[src/rtl/fiforr_arb.sv]
// fiforr_arb: round-robin burst arbiter draining NREQ FIFO read ports into a
// single registered valid/ready stream. One requester owns the output for a
// whole burst of BLEN words, so input blocks are never interleaved.
// Optional stall watchdog: define FIFORR_ARB_WDOG_EN to build it.
module fiforr_arb #(
  parameter int NREQ  = 4,
  parameter int IDW   = 2,
  parameter int WIDTH = 32,
  parameter int BLEN  = 17,
  parameter int CNTW  = 5,
  parameter int TMO   = 255
) (
  input  logic                  clk,
  input  logic                  rstn,
  input  logic [NREQ-1:0]       fifordy,
  input  logic [NREQ*WIDTH-1:0] fifodout,
  output logic [NREQ-1:0]       fifoget,
  input  logic [NREQ-1:0]       enmask,
  output logic [WIDTH-1:0]      odat,
  output logic                  ovld,
  input  logic                  ordy,
  output logic                  osop,
  output logic                  oeop,
  output logic [IDW-1:0]        oid,
  output logic                  busy,
  output logic                  tmoerr
);

  typedef enum logic {S_IDLE, S_XFER} state_t;

  // Configuration sanity: fail elaboration on an inconsistent parameter set.
  if (NREQ < 2 || NREQ > 8 || BLEN < 2 || BLEN > 31 || (1 << CNTW) < BLEN ||
      IDW != $clog2(NREQ) || TMO < 1 || WIDTH < 1) begin : g_bad_cfg
    $error("fiforr_arb: inconsistent parameters");
  end

  state_t             r_state, w_state_next;
  logic [IDW-1:0]     r_ptr, w_ptr_next;
  logic [IDW-1:0]     r_gnt, w_gnt_next;
  logic [CNTW-1:0]    r_wcnt, w_wcnt_next;
  logic [WIDTH-1:0]   r_odat;
  logic               r_ovld, r_osop, r_oeop;
  logic [IDW-1:0]     r_oid;

  logic [NREQ-1:0]    w_req;
  logic               w_win_vld;
  logic [IDW-1:0]     w_win_idx;
  logic [IDW-1:0]     w_idx;
  logic               w_can_acc;
  logic               w_get;
  logic               w_last;
  logic               w_tmo;
  logic [WIDTH-1:0]   w_din [NREQ];

  assign w_req     = fifordy & enmask;
  assign w_can_acc = !r_ovld || ordy;
  // The consume strobe looks only at the granted FIFO and the output stage.
  assign w_get     = (r_state == S_XFER) && fifordy[r_gnt] && w_can_acc;
  assign w_last    = (r_wcnt == CNTW'(BLEN - 1));

  // Unpack FIFO data lanes and decode the per-FIFO consume strobe.
  for (genvar gi = 0; gi < NREQ; gi++) begin : g_lane
    assign w_din[gi]   = fifodout[gi*WIDTH +: WIDTH];
    assign fifoget[gi] = w_get && (r_gnt == IDW'(gi));
  end

  // Round-robin pick: scan downward so the lowest offset after ptr wins last.
  always_comb begin
    w_win_vld = 1'b0;
    w_win_idx = '0;
    w_idx     = '0;
    for (int k = NREQ; k >= 1; k--) begin
      if (int'(r_ptr) + k >= NREQ) begin
        w_idx = IDW'(int'(r_ptr) + k - NREQ);
      end else begin
        w_idx = IDW'(int'(r_ptr) + k);
      end
      if (w_req[w_idx]) begin
        w_win_vld = 1'b1;
        w_win_idx = w_idx;
      end
    end
  end

  // Next-state logic: grant in IDLE, count words and close the burst in XFER.
  always_comb begin
    w_state_next = r_state;
    w_ptr_next   = r_ptr;
    w_gnt_next   = r_gnt;
    w_wcnt_next  = r_wcnt;
    case (r_state)
      S_IDLE: begin
        if (w_win_vld) begin
          w_state_next = S_XFER;
          w_gnt_next   = w_win_idx;
          w_ptr_next   = w_win_idx;
          w_wcnt_next  = '0;
        end
      end
      S_XFER: begin
        if (w_get) begin
          w_wcnt_next = r_wcnt + CNTW'(1);
          if (w_last) begin
            w_state_next = S_IDLE;
          end
        end else if (w_tmo) begin
          // Abandon the stalled burst; ptr already equals gnt.
          w_state_next = S_IDLE;
        end
      end
      default: w_state_next = S_IDLE;
    endcase
  end

  // State register for the arbitration FSM.
  always_ff @(posedge clk) begin
    if (!rstn) begin
      r_state <= S_IDLE;
      r_ptr   <= IDW'(NREQ - 1);
      r_gnt   <= '0;
      r_wcnt  <= '0;
    end else begin
      r_state <= w_state_next;
      r_ptr   <= w_ptr_next;
      r_gnt   <= w_gnt_next;
      r_wcnt  <= w_wcnt_next;
    end
  end

  // Output register: load on consume, drop valid once accepted with no refill.
  always_ff @(posedge clk) begin
    if (!rstn) begin
      r_odat <= '0;
      r_ovld <= 1'b0;
      r_osop <= 1'b0;
      r_oeop <= 1'b0;
      r_oid  <= '0;
    end else if (w_get) begin
      r_odat <= w_din[r_gnt];
      r_ovld <= 1'b1;
      r_osop <= (r_wcnt == '0);
      r_oeop <= w_last;
      r_oid  <= r_gnt;
    end else begin
      if (r_ovld && ordy) begin
        r_ovld <= 1'b0;
      end
      if (w_tmo) begin
        r_oid <= r_gnt;
      end
    end
  end

`ifdef FIFORR_ARB_WDOG_EN
  localparam int SW = $clog2(TMO + 1);
  logic [SW-1:0] r_stall;
  logic          r_tmoerr;

  assign w_tmo  = (r_state == S_XFER) && !w_get && (r_stall == SW'(TMO - 1));
  assign tmoerr = r_tmoerr;

  // Stall watchdog: count cycles without a consume while a burst is open.
  always_ff @(posedge clk) begin
    if (!rstn) begin
      r_stall  <= '0;
      r_tmoerr <= 1'b0;
    end else begin
      r_tmoerr <= w_tmo;
      if (r_state != S_XFER || w_get || w_tmo) begin
        r_stall <= '0;
      end else begin
        r_stall <= r_stall + SW'(1);
      end
    end
  end
`else
  assign w_tmo  = 1'b0;
  assign tmoerr = 1'b0;
`endif

  assign odat = r_odat;
  assign ovld = r_ovld;
  assign osop = r_osop;
  assign oeop = r_oeop;
  assign oid  = r_oid;
  assign busy = (r_state == S_XFER);

endmodule

[config.mk]
export PLATFORM = sky130hd
export DESIGN_NAME = fiforr_arb
export DESIGN_NICKNAME = d
export VERILOG_FILES = /design/src/rtl/fiforr_arb.sv
export SDC_FILE = /design/constraint.sdc
export NUM_CORES = 1
export LEC_CHECK = 0
export CAP_MARGIN = 20
export CORE_MARGIN = 2
export CORE_UTILIZATION = 39
export CTS_CLUSTER_DIAMETER = 80
export CTS_CLUSTER_SIZE = 8
export DETAILED_ROUTE_END_ITERATION = 8
export HOLD_SLACK_MARGIN = 0.03
export PLACE_DENSITY = 0.86
export SYNTH_ARGS = -nofsm -noshare
export SYNTH_HDL_FRONTEND = slang
export SYNTH_SLANG_ARGS = --single-unit
[constraint.sdc]
create_clock -name clk -period 2.8 [get_ports clk]
set_clock_uncertainty 0.1 [all_clocks]
set_input_delay 0.56 -clock clk [delete_from_list [all_inputs] [get_ports clk]]
set_output_delay 0.56 -clock clk [all_outputs]
set_load 0.005 [all_outputs]
# Yosys cells after proc, flatten, opt, wreduce, memory -nomap -nowiden
# Cells that the tools add are included.
# totals
elab_cells,85
input_bits,139
ff_bits,47
# op_classes
n_lt_le_gt_ge,10
muxes,34
bitwise,3
n_eq_ne,6
addsub,9
reduce_logical,14
# ops
op,count
binary-select mux 32 bit (select 2 bit),1
two-way mux 32 bit,2
two-way mux 2 bit,8
less-than comparator 2 x 3 -> 1 bit (second input constant),5
two-way mux 1 bit,14
greater-or-equal comparator 3 bit (second input constant),4
binary-select mux 1 bit (select 2 bit),5
two-way mux 5 bit,2
one-hot mux 5 bit (2 select lines),1
subtractor 2 x 1 -> 2 bit (second input constant),4
logical AND 1 bit,7
adder 2 x 2 -> 3 bit (second input constant),2
adder 5 x 1 -> 5 bit (second input constant),1
equality test 5 bit (second input constant),1
zero test 5 bit,1
adder 2 x 3 -> 4 bit (second input constant),1
AND 4 bit,1
equality test 2 bit (second input constant),2
greater-or-equal comparator 4 x 3 -> 1 bit (second input constant),1
AND reduction 2 bit,2
adder 2 x 1 -> 3 bit (second input constant),1
NOT 2 -> 3 bit,1
equality test 2 x 1 -> 1 bit (second input constant),1
zero test 2 bit,1
other kinds (7),7

# Depth between registers and ports, before layout
# logic_depth
depth_word,11
mapped_depth,7

# Least setup slack after synthesis
# No wires, ideal clock.
# synth_path
path_type,input port to output port
from,input fifordy[3]
to,output fifoget[3]
path_stages,5
required_time_ps,2140
path_buffers,2
setup_slack_ps,491
arrival_time_ps,1649
path_cell_list,mux4_2 > and3_1 > buf_2 > buf_6 > and3_1
# synth_via
elab_chain_len,5
# synth_rtl
item,line,source
from (decl),15,"input logic [NREQ-1:0] fifordy,"
binary-select mux 1 bit (select 2 bit),58,assign w_get = (r_state == S_XFER) && fifordy[r_gnt] && w_can_acc;
two-way mux 1 bit (implied by the code),58,
logical AND 1 bit (2 in series),58,
logical AND 1 bit,64,assign fifoget[gi] = w_get && (r_gnt == IDW'(gi));
to (decl),17,"output logic [NREQ-1:0] fifoget,"
# Every way passes these cells. The select of a mux whose other input is x is not followed.

# Worst setup path in the final report
# layout_path
from,input fifordy[0]
to,output fifoget[0]
# Same word-level chain as after synthesis.

==> results.md <==
* DRC at 0
* Main synth FF type: dfxtp_1
* Final Hold Fails at 0
* CTS clk-pin slew, worst paths at about 80 ps
* Ant. Diodes at 0
* Core Footprint at 0.006832 mm²
* GRT Overall Usage at ~20%
* WL final at just over 8000 µm
* DP HPWL at between 6000 and 7000 µm
* Die area at 0.007783 mm²
* Critical-path top delay cell: mux4_2
* Crit start category: primary input
* Max cap viols at 0
* H-tree Lvls at 2
* Pin count of the biggest net entering global routing at 39
* Syn nets at between 400 and 500
* TNS Setup at 0 ps
* Critical path type: primary input to output pin
* Num CTS Buffers at 5
* Tmin final at 2749 ps
* Sequential Area at approximately 940 µm²
* Synthesized instance count at 281
* Final worst-path cycle share at a little over nine tenths
* Routed Antenna Nets at 0
* Routed vias/inst at 5.118
* Critical Path Start: fifordy[0]
* Starting density of the core at 40.49%
* Post-CTS setup repair buffer count at 0
* Worst path max stage delay at 480 ps
* TritonCTS clock tree: yes
* Max Root-Sink Buffers at 2
* Yosys reg bits at 47
* FMAX at 363.7 MHz
* Die width at roughly 90 µm
* Reg2reg setup slack at 920 ps
* RSZ-0062 raised after global routing: false
* Share of layout cells above drive strength 1 at about an eighth
* Nets at 596
* Sequential element share of the synthesized area at 34.01%
* Area growth from synthesis to layout at 73.54%
* CP endpoint: fifoget[0]
* Maximum fanout along the worst path at 4
* Worst rel slew slack at 56.21%
* Setup crit end kind: output pin
* Fill cells at 546
* Area occupied by multi-input gates at 0.001704 mm²
* Worst reg2reg endpoint: odat[13]
* 1st-iter DRT viols at 115
* Routability cong. at 0.8554
* Boundary pin count at roughly 180
* Post-synth top area share at 34.01%
* Worst endpoint required time at 2140 ps
* Post-synth design cell area at 0.002766 mm²
* Top cells by instance count after synthesis: nand2_1, dfxtp_1, a21boi_0
* Initial antenna violation count at 0
* Reg2reg start: r_gnt[0]
* Ys Warns at 0
* Final setup violation count at 0
* Die Y at 88.22 µm
* Post-synth EDFFs at 0
* R2R depth at 4
* Synth cell types at 36
* Pre-Repair DR Iteration Count at 4
* Post-synth top area cell: dfxtp_1
* Outcome: finished, final reports clean
* Measured slew at the worst slew-check pin at 656.8 ps
* Static Leak at 0.001655 µW
* Port bufs at 180
* Vias at 2825
* Placed insts at 544
* First-pass GRT wire length at roughly 12000 µm
* Number of global-route vias before repair at 2857
* Final Instance Count excl. Fillers at approximately 550
* Mean post-synth cell area at 9.845 µm²
* Top cells by area, synth: dfxtp_1, mux4_2, nand2_1, a21boi_0, buf_2
* Slew Viols, Final at 0
* Max VDD drop at 0.0002043 V
* Clk root buf: clkbuf_8
* FP Rows at 30
* Worst hold start: odat[24]
* WHS at 365.0 ps
* Clk_lat worst skew at approximately 300 ps
* Pwr Density at 415.8 mW/mm²
* Post-DR wirelength/cell at 14.85 µm
* Congestion Overflow GR at 0
* Worst Hold Class: flip-flop to flip-flop
* Ys async rst share at 0%
* Critical path, cell by cell: clkdlybuf4s50_1 > mux4_2 > buf_4 > nand3_2 > nor3_1 > dlygate4sd2_1
* CTS Sinks at 47
* Arrival time worst endpoint at 2090 ps
* Top-count cell post-synth: nand2_1
* Layout Utilization at 70.27%
[cell families after synthesis]
group / Yosys count / share of synthesized area (%)
buffers and inverters: 27 / 4.930
other: 1 / 0.1356
XOR/XNOR: 3 / 0.9500
adder cells (fa/ha/maj): 2 / 0.9044
AO/OA/AOI/OAI: 51 / 13.66
flip-flops: 47 / 34.01
multiplexers: 33 / 26.87
AND/OR/NAND/NOR: 117 / 18.54
[layout make-up]
cell class | instances | share of cell area (%)
repair buffers | 192 | 39.35
multi-input cells | 207 | 35.50
flip-flops and latches | 47 | 19.65
well taps | 96 | 2.502
clock buffers | 5 | 1.433
clock inverters | 3 | 1.407
inverters | 2 | 0.1564
[flip-flops by register name (all words and copies together) (netlist names)]
register and flops:
oid 2, oeop 1, osop 1, busy 1
ovld 1, r_ptr 2, r_wcnt 5, odat 32
r_gnt 2
[cells in the final DEF (no fill, tap or decap), types with 3 or more instances in the layout]
master | netlist | routed
a21boi_0 | 39 | 39
buf_4 | 4 | 12
clkbuf_8 | 0 | 5
clkdlybuf4s50_1 | 0 | 176
dfxtp_1 | 47 | 45
mux4_2 | 33 | 33
nand2_1 | 83 | 83
nand3_1 | 7 | 6
nand4_1 | 6 | 6
nor2_1 | 4 | 4
o21ai_0 | 3 | 3
xor2_1 | 3 | 3
[layer usage]
layer	global-route usage [%]	part of all wire (%)
met1	20.42	35
met5	0	0
met3	4.757	9.9
met2	40.26	54
met4	4.959	1.2
[power breakdown]
group / total (µW) / internal [µW] / switching [µW] / leakage (µW)
Sequential: 753 / 718 / 34.5 / 0.000384
Combinational: 659 / 426 / 232 / 0.00121
Clock: 584 / 356 / 228 / 0.0000644
[stage by stage]
stage | total power (µW) | instance area, µm² | setup WS, ps
2_1_floorplan | 1091 | 2766 | 491.4
3_3_place_gp | 1412 | 4657 | -181.0
3_5_place_dp | 1432 | 4657 | -225.8
6_report | 1996 | 4801 | 50.72
5_1_grt | 2103 | 4801 | 3.115
4_1_cts | 2019 | 4798 | 12.38
[worst min path at each step]
stage | endpoint | cells after the start | slack, ps
6_report | odat[24] | 2 | 370
3_5_place_dp | odat[31] | 2 | 360
2_1_floorplan | osop | 2 | 360
4_1_cts | odat[31] | 2 | 370
5_1_grt | oeop | 2 | 390
3_3_place_gp | odat[17] | 2 | 350
[what timing repair did]
action                     4_1_cts  5_1_grt
hold buffers                     0        0
resized for setup                7        2
setup endpoints to repair        4        2
[critical path: cells and delay by family]
kind	cells	cell delay (ps)
buf+inv	3	890
mux	1	480
simple gates	2	160
Power figures use the tool's default switching activity.
